--- src/rtl/dht11_read_sequencer_pkg.sv ---
// Shared definitions for the DHT11 read sequencer and its receiver:
// state encoding, failure causes, frame size and the checksum rule.
package dht11_read_sequencer_pkg;

    typedef enum logic [2:0] {
        S_IDLE,
        S_START,
        S_WAIT_ACK,
        S_RECEIVE,
        S_CHECK,
        S_FAIL,
        S_HOLDOFF
    } state_t;

    localparam logic [1:0] ERR_NONE = 2'b00;
    localparam logic [1:0] ERR_ACK  = 2'b01;
    localparam logic [1:0] ERR_BIT  = 2'b10;
    localparam logic [1:0] ERR_SUM  = 2'b11;

    localparam int FRAME_BITS = 40;

    // Checksum byte is the modulo-256 sum of the four data bytes.
    function automatic logic sum_ok(input logic [39:0] frame);
        logic [7:0] s;
        s = frame[39:32] + frame[31:24] + frame[23:16] + frame[15:8];
        return s == frame[7:0];
    endfunction

    function automatic int max3(input int a, input int b, input int c);
        int m;
        m = (a > b) ? a : b;
        return (m > c) ? m : c;
    endfunction

endpackage

--- src/rtl/dht11_read_sequencer_if.sv ---
// Bundle of request/result and start/receiver signals around the sequencer.
// master = sequencer side, slave = host, start generator and bit receiver side.
interface dht11_read_sequencer_if;
    logic       read_req;
    logic       start_trig;
    logic       start_confirm;
    logic       rx_en;
    logic       rx_bit_valid;
    logic       rx_bit;
    logic       busy;
    logic [7:0] hum_int;
    logic [7:0] hum_dec;
    logic [7:0] temp_int;
    logic [7:0] temp_dec;
    logic       data_valid;
    logic       have_data;
    logic       err_pulse;
    logic [1:0] err_code;

    modport master (
        input  read_req, start_confirm, rx_bit_valid, rx_bit,
        output start_trig, rx_en, busy, hum_int, hum_dec, temp_int, temp_dec,
               data_valid, have_data, err_pulse, err_code
    );

    modport slave (
        output read_req, start_confirm, rx_bit_valid, rx_bit,
        input  start_trig, rx_en, busy, hum_int, hum_dec, temp_int, temp_dec,
               data_valid, have_data, err_pulse, err_code
    );
endinterface

--- src/rtl/dht11_read_sequencer_interval_timer.sv ---
// Loadable down-counter shared by the ack, bit and holdoff timeouts.
// A value N loaded at one edge makes the owner act on expiry N edges later.
module dht11_interval_timer #(
    parameter int W = 20
) (
    input  logic         clk,
    input  logic         rst,
    input  logic         load,
    input  logic [W-1:0] value,
    output logic         expired
);
    logic [W-1:0] cnt;

    always_ff @(posedge clk) begin
        if (rst)
            cnt <= '0;
        else if (load)
            cnt <= value;
        else if (cnt != '0)
            cnt <= cnt - 1'b1;
    end

    // Flag one count early so the consuming state changes on the Nth edge.
    assign expired = (cnt <= W'(1));
endmodule

--- src/rtl/dht11_read_sequencer.sv ---
// Sequences complete DHT11 reads: start pulse, ack wait, 40-bit capture,
// checksum, bounded retries and the minimum interval between attempts.
module dht11_read_sequencer
    import dht11_read_sequencer_pkg::*;
#(
    parameter int HOLDOFF_CYC     = 1000000,
    parameter int ACK_TIMEOUT_CYC = 20000,
    parameter int BIT_TIMEOUT_CYC = 200,
    parameter int MAX_RETRY       = 2,
    parameter int AUTO_MODE       = 0
) (
    input logic clk,
    input logic rst,
    dht11_read_sequencer_if.master bus
);
    localparam int TW = $clog2(max3(HOLDOFF_CYC, ACK_TIMEOUT_CYC, BIT_TIMEOUT_CYC) + 1);
    localparam int RW = (MAX_RETRY < 1) ? 1 : $clog2(MAX_RETRY + 1);

    state_t          state, nxt;
    logic [39:0]     sr;
    logic [5:0]      bit_cnt;
    logic [RW-1:0]   retry_cnt;
    logic            retry_pend;
    logic            pending;
    logic [7:0]      hum_int, hum_dec, temp_int, temp_dec;
    logic            data_valid, have_data, err_pulse;
    logic [1:0]      err_code;

    logic            tmr_load, tmr_exp;
    logic [TW-1:0]   tmr_val;
    logic [1:0]      cause;
    logic            consume, clr_retry;

    dht11_interval_timer #(.W(TW)) u_timer (
        .clk     (clk),
        .rst     (rst),
        .load    (tmr_load),
        .value   (tmr_val),
        .expired (tmr_exp)
    );

    always_comb begin
        nxt       = state;
        tmr_load  = 1'b0;
        tmr_val   = '0;
        cause     = ERR_NONE;
        consume   = 1'b0;
        clr_retry = 1'b0;
        case (state)
            S_IDLE: begin
                if (bus.read_req || pending || (AUTO_MODE != 0)) begin
                    nxt       = S_START;
                    consume   = 1'b1;
                    clr_retry = 1'b1;
                end
            end
            S_START: begin
                nxt      = S_WAIT_ACK;
                tmr_load = 1'b1;
                tmr_val  = TW'(ACK_TIMEOUT_CYC);
            end
            S_WAIT_ACK: begin
                if (bus.start_confirm) begin
                    nxt      = S_RECEIVE;
                    tmr_load = 1'b1;
                    tmr_val  = TW'(BIT_TIMEOUT_CYC);
                end else if (tmr_exp) begin
                    nxt   = S_FAIL;
                    cause = ERR_ACK;
                end
            end
            S_RECEIVE: begin
                if (bus.rx_bit_valid) begin
                    tmr_load = 1'b1;
                    tmr_val  = TW'(BIT_TIMEOUT_CYC);
                    if (bit_cnt == 6'(FRAME_BITS - 1))
                        nxt = S_CHECK;
                end else if (tmr_exp) begin
                    nxt   = S_FAIL;
                    cause = ERR_BIT;
                end
            end
            S_CHECK: begin
                if (sum_ok(sr)) begin
                    nxt      = S_HOLDOFF;
                    tmr_load = 1'b1;
                    tmr_val  = TW'(HOLDOFF_CYC);
                end else begin
                    nxt   = S_FAIL;
                    cause = ERR_SUM;
                end
            end
            S_FAIL: begin
                nxt      = S_HOLDOFF;
                tmr_load = 1'b1;
                tmr_val  = TW'(HOLDOFF_CYC);
            end
            S_HOLDOFF: begin
                // A retry outranks a queued request; neither can cut the holdoff short.
                if (tmr_exp) begin
                    if (retry_pend) begin
                        nxt = S_START;
                    end else if (pending || (AUTO_MODE != 0)) begin
                        nxt       = S_START;
                        consume   = 1'b1;
                        clr_retry = 1'b1;
                    end else begin
                        nxt = S_IDLE;
                    end
                end
            end
            default: nxt = S_IDLE;
        endcase
    end

    always_ff @(posedge clk) begin
        if (rst) begin
            state      <= S_IDLE;
            sr         <= '0;
            bit_cnt    <= '0;
            retry_cnt  <= '0;
            retry_pend <= 1'b0;
            pending    <= 1'b0;
            hum_int    <= '0;
            hum_dec    <= '0;
            temp_int   <= '0;
            temp_dec   <= '0;
            data_valid <= 1'b0;
            have_data  <= 1'b0;
            err_pulse  <= 1'b0;
            err_code   <= ERR_NONE;
        end else begin
            state      <= nxt;
            data_valid <= 1'b0;
            err_pulse  <= 1'b0;
            pending    <= (pending && !consume) || (bus.read_req && (state != S_IDLE));
            if (clr_retry)
                retry_cnt <= '0;
            if (state == S_WAIT_ACK && nxt == S_RECEIVE)
                bit_cnt <= '0;
            if (state == S_RECEIVE && bus.rx_bit_valid) begin
                sr      <= {sr[38:0], bus.rx_bit};
                bit_cnt <= bit_cnt + 6'd1;
            end
            if (nxt == S_FAIL && state != S_FAIL)
                err_code <= cause;
            if (state == S_CHECK && nxt == S_HOLDOFF) begin
                hum_int    <= sr[39:32];
                hum_dec    <= sr[31:24];
                temp_int   <= sr[23:16];
                temp_dec   <= sr[15:8];
                data_valid <= 1'b1;
                have_data  <= 1'b1;
                err_code   <= ERR_NONE;
            end
            if (state == S_FAIL) begin
                if (retry_cnt < RW'(MAX_RETRY)) begin
                    retry_cnt  <= retry_cnt + 1'b1;
                    retry_pend <= 1'b1;
                end else begin
                    err_pulse  <= 1'b1;
                    retry_pend <= 1'b0;
                end
            end
            if (state == S_HOLDOFF && tmr_exp)
                retry_pend <= 1'b0;
        end
    end

    assign bus.start_trig = (state == S_START);
    assign bus.rx_en      = (state == S_RECEIVE);
    assign bus.busy       = (state != S_IDLE);
    assign bus.hum_int    = hum_int;
    assign bus.hum_dec    = hum_dec;
    assign bus.temp_int   = temp_int;
    assign bus.temp_dec   = temp_dec;
    assign bus.data_valid = data_valid;
    assign bus.have_data  = have_data;
    assign bus.err_pulse  = err_pulse;
    assign bus.err_code   = err_code;
endmodule

--- src/flat_wrapper.sv ---
// flat-port wrapper written by rule: the top's interface ports become plain ports
module dht11_read_sequencer_flat import dht11_read_sequencer_pkg::*;
#(
    parameter int HOLDOFF_CYC     = 1000000,
    parameter int ACK_TIMEOUT_CYC = 20000,
    parameter int BIT_TIMEOUT_CYC = 200,
    parameter int MAX_RETRY       = 2,
    parameter int AUTO_MODE       = 0
)
  (clk, rst, bus_read_req, bus_start_confirm, bus_rx_bit_valid, bus_rx_bit, bus_start_trig, bus_rx_en, bus_busy, bus_hum_int, bus_hum_dec, bus_temp_int, bus_temp_dec, bus_data_valid, bus_have_data, bus_err_pulse, bus_err_code);
  dht11_read_sequencer_if bus_i ();
  input logic clk;
  input logic rst;
  input wire logic [$bits(bus_i.read_req)-1:0] bus_read_req;
  input wire logic [$bits(bus_i.start_confirm)-1:0] bus_start_confirm;
  input wire logic [$bits(bus_i.rx_bit_valid)-1:0] bus_rx_bit_valid;
  input wire logic [$bits(bus_i.rx_bit)-1:0] bus_rx_bit;
  output wire logic [$bits(bus_i.start_trig)-1:0] bus_start_trig;
  output wire logic [$bits(bus_i.rx_en)-1:0] bus_rx_en;
  output wire logic [$bits(bus_i.busy)-1:0] bus_busy;
  output wire logic [$bits(bus_i.hum_int)-1:0] bus_hum_int;
  output wire logic [$bits(bus_i.hum_dec)-1:0] bus_hum_dec;
  output wire logic [$bits(bus_i.temp_int)-1:0] bus_temp_int;
  output wire logic [$bits(bus_i.temp_dec)-1:0] bus_temp_dec;
  output wire logic [$bits(bus_i.data_valid)-1:0] bus_data_valid;
  output wire logic [$bits(bus_i.have_data)-1:0] bus_have_data;
  output wire logic [$bits(bus_i.err_pulse)-1:0] bus_err_pulse;
  output wire logic [$bits(bus_i.err_code)-1:0] bus_err_code;
  assign bus_i.read_req = bus_read_req;
  assign bus_i.start_confirm = bus_start_confirm;
  assign bus_i.rx_bit_valid = bus_rx_bit_valid;
  assign bus_i.rx_bit = bus_rx_bit;
  assign bus_start_trig = bus_i.start_trig;
  assign bus_rx_en = bus_i.rx_en;
  assign bus_busy = bus_i.busy;
  assign bus_hum_int = bus_i.hum_int;
  assign bus_hum_dec = bus_i.hum_dec;
  assign bus_temp_int = bus_i.temp_int;
  assign bus_temp_dec = bus_i.temp_dec;
  assign bus_data_valid = bus_i.data_valid;
  assign bus_have_data = bus_i.have_data;
  assign bus_err_pulse = bus_i.err_pulse;
  assign bus_err_code = bus_i.err_code;
  dht11_read_sequencer #(.HOLDOFF_CYC(HOLDOFF_CYC), .ACK_TIMEOUT_CYC(ACK_TIMEOUT_CYC), .BIT_TIMEOUT_CYC(BIT_TIMEOUT_CYC), .MAX_RETRY(MAX_RETRY), .AUTO_MODE(AUTO_MODE)) u_core (.clk(clk), .rst(rst), .bus(bus_i));
endmodule
--- config.mk ---
export PLATFORM = sky130hd
export DESIGN_NAME = dht11_read_sequencer_flat
export DESIGN_NICKNAME = d
export VERILOG_FILES = /design/src/rtl/dht11_read_sequencer_pkg.sv /design/src/rtl/dht11_read_sequencer_if.sv /design/src/rtl/dht11_read_sequencer_interval_timer.sv /design/src/rtl/dht11_read_sequencer.sv /design/src/flat_wrapper.sv
export SDC_FILE = /design/constraint.sdc
export NUM_CORES = 1
export LEC_CHECK = 0
export CORE_AREA = 8 8 83 158
export CTS_CLUSTER_DIAMETER = 80
export CTS_CLUSTER_SIZE = 28
export DETAILED_ROUTE_END_ITERATION = 10
export DIE_AREA = 0 0 91 166
export GPL_TIMING_DRIVEN = 0
export PLACE_DENSITY = 0.68
export REMOVE_ABC_BUFFERS = 1
export SLEW_MARGIN = 20
export SYNTH_ARGS = -nofsm -noshare
export SYNTH_HDL_FRONTEND = slang
export SYNTH_HIERARCHICAL = 1
export SYNTH_SLANG_ARGS = --single-unit
--- constraint.sdc ---
create_clock -name clk -period 8.1 [get_ports clk]
set_input_delay 2.43 -clock clk [delete_from_list [all_inputs] [get_ports clk]]
set_output_delay 2.43 -clock clk [all_outputs]
set_load 0.01 [all_outputs]
# --- Yosys cells after proc, flatten, opt, wreduce, memory -nomap -nowiden ---
# Index checks and enable logic that the tools add are counted.
classes:
  add_sub_neg: 6
  n_lt_le_gt_ge: 2
  n_eq_ne: 12
  mux: 39
  n_bitwise: 1
  n_reduce_logical: 19
ops:
  columns: ["op", "n"]
  rows:
  - ["$pmux W20 S5", 1]
  - ["$mux W20", 3]
  - ["$add A8 B8 Y8", 3]
  - ["$mux W3", 7]
  - ["$pmux W3 S7", 1]
  - ["$le A20 B1 Y1 const B", 1]
  - ["$reduce_bool A20 Y1", 1]
  - ["$sub A20 B1 Y20 const B", 1]
  - ["$mux W2", 8]
  - ["$mux W8", 2]
  - ["$eq A3 B3 Y1 const B", 5]
  - ["$mux W1", 12]
  - ["$mux W6", 2]
  - ["$eq A3 B2 Y1 const B", 3]
  - ["$eq A8 B8 Y1", 1]
  - ["$reduce_or A2 Y1", 4]
  - ["$logic_and A1 B1 Y1", 7]
  - ["$add A6 B1 Y6 const B", 1]
  - ["$eq A6 B6 Y1 const B", 1]
  - ["$pmux W2 S3", 1]
  - ["$pmux W1 S4", 1]
  - ["$reduce_bool A2 Y1", 2]
  - ["$eq A3 B1 Y1 const B", 1]
  - ["$logic_not A3 Y1", 1]
  - ["8 further kinds", 9]
word_totals:
  ff_bits: 110

# --- Longest topological paths before layout ---
depth:
  ltp_word: 10
  mapped_depth: 18
  mapped_depth_nobuf: 16

# --- Modules after synthesis ---
# Netlist, hierarchy kept.
modules_own_cells:
  columns: ["mod", "instances", "cells_per_inst", "area_each_um2", "seq_area_each_um2"]
  rows:
  - ["dht11_read_sequencer", 1, 445, 4067.7, 1801.7]
  - ["dht11_interval_timer", 1, 172, 1297.5, 400.4]

# --- Least setup slack after synthesis ---
# OpenSTA, ideal clock, no wires.
synth_timing:
  kind: "register -> register"
  startpoint: "reg u_core.sr[9]"
  endpoint: "reg u_core.u_timer.cnt[6]"
  setup_ps: 115
  arrival_ps: 4544
  required_ps: 7985
  path_slack_ps: 3441
  path_stages_with_launch: 18
  n_path_buf: 3
  path_cell_list: "dfxtp_1 -> fa_1 -> inv_1 -> fa_1 -> inv_1 -> ha_1 -> fa_1 -> xnor2_1 -> xnor2_1 -> or4_1 -> a211o_4 -> o31a_1 -> o2bb2ai_1 -> clkbuf_1 -> clkbuf_1 -> clkbuf_1 -> o21ai_0 -> and2_1"
synth_between:
  elab_chain_cells: 5
  word_cells_on_any_way: 8
  classes_between: "add/sub: 1; eq/ne: 1; mux: 5; reduce/logical: 1"
synth_rtl:
  columns: ["item", "line", "text"]
  rows:
  - ["start, declared", "dht11_read_sequencer.sv:20", "logic [39:0] sr;"]
  - ["start signal, assigned", "dht11_read_sequencer.sv:142", "sr <= {sr[38:0], bus.rx_bit};"]
  - ["$add A8 B8 Y8 (*)", "dht11_read_sequencer_pkg.sv:25", "s = frame[39:32] + frame[31:24] + frame[23:16] + frame[15:8];"]
  - ["$eq A8 B8 Y1 (*)", "dht11_read_sequencer_pkg.sv:26", "return s == frame[7:0];"]
  - ["$mux W1 (*)", "dht11_read_sequencer.sv:84", "if (sum_ok(sr)) begin"]
  - ["$pmux W1 S4 (*)", "dht11_read_sequencer.sv:49", "case (state)"]
  - ["via u_core.tmr_load", "dht11_read_sequencer.sv:29", "logic tmr_load, tmr_exp;"]
  - ["$mux W20 / $reduce_bool A2 Y1 (equally long branches)", null, null]
  - ["end signal, assigned", "dht11_read_sequencer_interval_timer.sv:18", "cnt <= value;"]
  - ["end signal, assigned", "dht11_read_sequencer_interval_timer.sv:20", "cnt <= cnt - 1'b1;"]
  - ["end, declared", "dht11_read_sequencer_interval_timer.sv:12", "logic [W-1:0] cnt;"]
# Mark *: on every way through the listed nets, which the timed path passes. The rest lies on a longest branch.
# A chain may end at the register's enable or synchronous reset.

# --- Final worst setup path ---
layout_timing:
  startpoint: "reg u_core.sr[9]"
  endpoint: "reg u_core.u_timer.cnt[18]"
# Same word-level chain as after synthesis.

==> results.yml <==
pwr:
  swShare: 0.358
  powerDensity_nw_per_um2: 253
  leakage_nw: 2.39
  intPower_mw: 1.01
  seqPwrFrac: 0.410
  switchingPower_uw: 566
  comb_power_share: 0.314
  p_total_mw: 1.58
  ir_drop_mv: 0.189
  clockPowerShare: 0.276
setup_path:
  cp.arrival_ns: 5.61
  endpoint_kind: "register"
  crit_fanout: 18
  path_class: "reg2reg"
  crit_required_ns: 8.39
  critPathLaunch: "u_core/sr[9]"
  r2r-start: "u_core/sr[9]"
  startpoint_type: "register"
final_layout:
  multi_input_area_sq_um: 2950
  drive_gt1_frac: 0.0551
  syn2layout_area_growth_pct: 16.5
  layout.area.seq_sq_um: 2200
  layout_common_cells: "110 x nand2_1, 110 x dfxtp_1, 70 x a21oi_1"
  diodes: 0
  fin_nets: 680
  fillers: 1074
global_routing:
  grt_pass1_wl_um: 20300
  antenna_found_initial: 0
  overflow: 0
  grt_max_degree: 70
  grt_pass1_vias: 4202
  track_usage: 0.159
routing:
  drtIter0Drc: 326
  dr.pass1.iters: 5
  wl_um: 11700
  ant_nets: 0
  viasPerCell: 5.59
  vias: 4447
  route.detailed.drc: 0
  avgRoutedWirePerCell_um: 14.8
timing:
  worstMarginPinSlew_ns: 0.948
  finalSetupTns_ns: 0
  fmax_mhz: 188
  finClkSkew_ns: 0.00901
  slew_viol_final: 0
  fin_ws_ns: 2.78
  relSlewSlack: 0.366
  setup_viol: 0
  rsz0062_at_grt: "false"
  finalCritPeriodShare: 0.657
  fin_crit_ns: 5.32
  hold_violations: 0
hold_path:
  hold_path_class: "reg2reg"
  min_from: "u_core/bus.err_code[0]"
clocking:
  post_cts_resized: 0
  clockBufferDepth: 2
  cts.htree.levels: 3
  clk_latency_ns: 0.35
  cts_buffers: 9
  cts_tree: "done"
  cts_hold_buf: 0
  root_buffer: "clkbuf_16"
  cts_sinks: 110
  clk_pin_slew_ns: 0.08
  cts_setup_buffers: 0
yosys:
  yosysTopAreaCell: "dfxtp_1"
  ys_seq_area_frac: 0.410
  postSynth.asyncResetShare: 0
  netlist_instances: 617
  synth.distinct_cells: 62
  synth_seq_cells: 110
  syn_area_sq_um: 5370
  synth_edf_count: 0
  yosys_warnings: 6
  synth-main-ff-cell: "dfxtp_1"
  yosys-top-cells-area: "dfxtp_1 41%, nand2_1 7.8%, a21oi_1 6.5%"
  synthDominantCellAreaShare: 0.410
  syn_area_per_cell_sq_um: 8.70
placement:
  place_congestion: 0.791
  pre_cts_slack_ns: 2.82
  port_buffers: 45
  dp_hpwl_um: 7960
die:
  dieArea_sq_um: 15100
  die-width_um: 91
  core_sq_um: 11100
  initial_utilization: 0.481
  fp.dieH_um: 166
  rows: 55
  top_level_ports: 46
run:
  cap_violations: 0
outcome:
  outcome: "finished clean"
==> metrics by stage <==
stage / cells / utilization / hold slack [ns] / instance area, sq um
floorplan: 587 / - / 0.435 / 5210
global placement: 774 / 0.524 / 0.451 / 5840
detailed placement: 779 / 0.534 / 0.461 / 5950
CTS: 795 / 0.561 / 0.472 / 6250
global route: 795 / 0.561 / 0.502 / 6250
finish: 795 / 0.561 / 0.469 / 6250
==> power by group through the flow <==
stage	Combinational, mW	Clock (mW)	Sequential, mW
finish	0.496	0.436	0.648
global placement	0.471	0	0.656
floorplan	0.378	0	0.644
global route	0.565	0.472	0.656
CTS	0.498	0.446	0.646
detailed placement	0.493	0	0.659
==> cells by family after synthesis <==
family / Yosys count / share of synthesized area
AND/OR/NAND/NOR: 230 / 0.203
flip-flops: 110 / 0.410
multiplexers: 1 / 0.00187
adder cells (fa/ha/maj): 26 / 0.0802
buffers and inverters: 58 / 0.0485
XOR/XNOR: 21 / 0.0394
AO/OA/AOI/OAI: 170 / 0.216
other: 1 / 0.000699
==> area by class of cell <==
type / count / share of cell area
Clock inverter: 7 / 0.0116
Sequential cell: 110 / 0.352
Clock buffer: 9 / 0.0360
Timing Repair Buffer: 50 / 0.0867
Multi-Input combinational cell: 456 / 0.472
Inverter: 21 / 0.0126
Tap cell: 142 / 0.0284
==> worst paths after layout <==
path                                          endpoint  slack, ns  cells after the start
worst max-delay path            u_core/u_timer/cnt[18]       2.78                     16
worst min-delay path            u_core/bus.err_code[0]       0.47                      2
worst min register to register  u_core/bus.err_code[0]       0.47                      2
worst max register to register  u_core/u_timer/cnt[18]       2.78                     16
==> layer usage <==
metal / global-route usage / up-vias / share of wire
met1: 0.211 / 2137 / 0.48
li1: - / 2225 / -
met2: 0.247 / 74 / 0.47
met5: 0 / - / 0
met3: 0.0371 / 11 / 0.040
met4: 0.0546 / 0 / 0.012
==> critical path, stage by stage, from the launching register on <==
cell	delay (ns)
dfxtp_1	0.35
fa_1	0.56
inv_1	0.06
fa_1	0.49
inv_1	0.04
ha_1	0.22
fa_1	0.41
xnor2_1	0.20
xnor2_1	0.08
or4_1	0.51
a211o_4	0.37
o31a_1	0.31
o2bb2ai_4	0.45
nor2b_1	0.12
and4_1	0.41
nor2_1	0.45
o211a_1	0.22
==> Yosys cell counts (4+ instances only) <==
master	number
fa_1	14
nor4_1	8
xnor2_1	12
o21ai_1	4
nand2b_1	7
buf_6	5
clkbuf_1	26
and3_1	5
nor2b_1	5
nand2_1	111
a22o_1	36
o21ai_0	17
nand3_1	6
dfxtp_1	110
buf_2	4
and2_1	5
o211a_1	5
nor3_1	17
o41ai_1	4
nor2_1	42
inv_1	21
a21oi_1	70
or3_1	5
ha_1	12
xor2_1	7
a211oi_1	4
==> registers in the layout (all words and copies together) (netlist names) <==
| signal | flops |
|---|---|
| u_core/sr | 40 |
| u_core/u_timer/cnt | 20 |
| u_core/bus.hum_dec | 8 |
| u_core/bus.hum_int | 8 |
| u_core/bus.temp_dec | 8 |
| u_core/bus.temp_int | 8 |
| u_core/bit_cnt | 6 |
| u_core/state | 3 |
| u_core/bus.err_code | 2 |
| u_core/retry_cnt | 2 |
| u_core/bus.data_valid | 1 |
| u_core/bus.err_pulse | 1 |
| u_core/bus.have_data | 1 |
| u_core/pending | 1 |
| u_core/retry_pend | 1 |
Note: power is estimated with default switching activity, not from simulation.
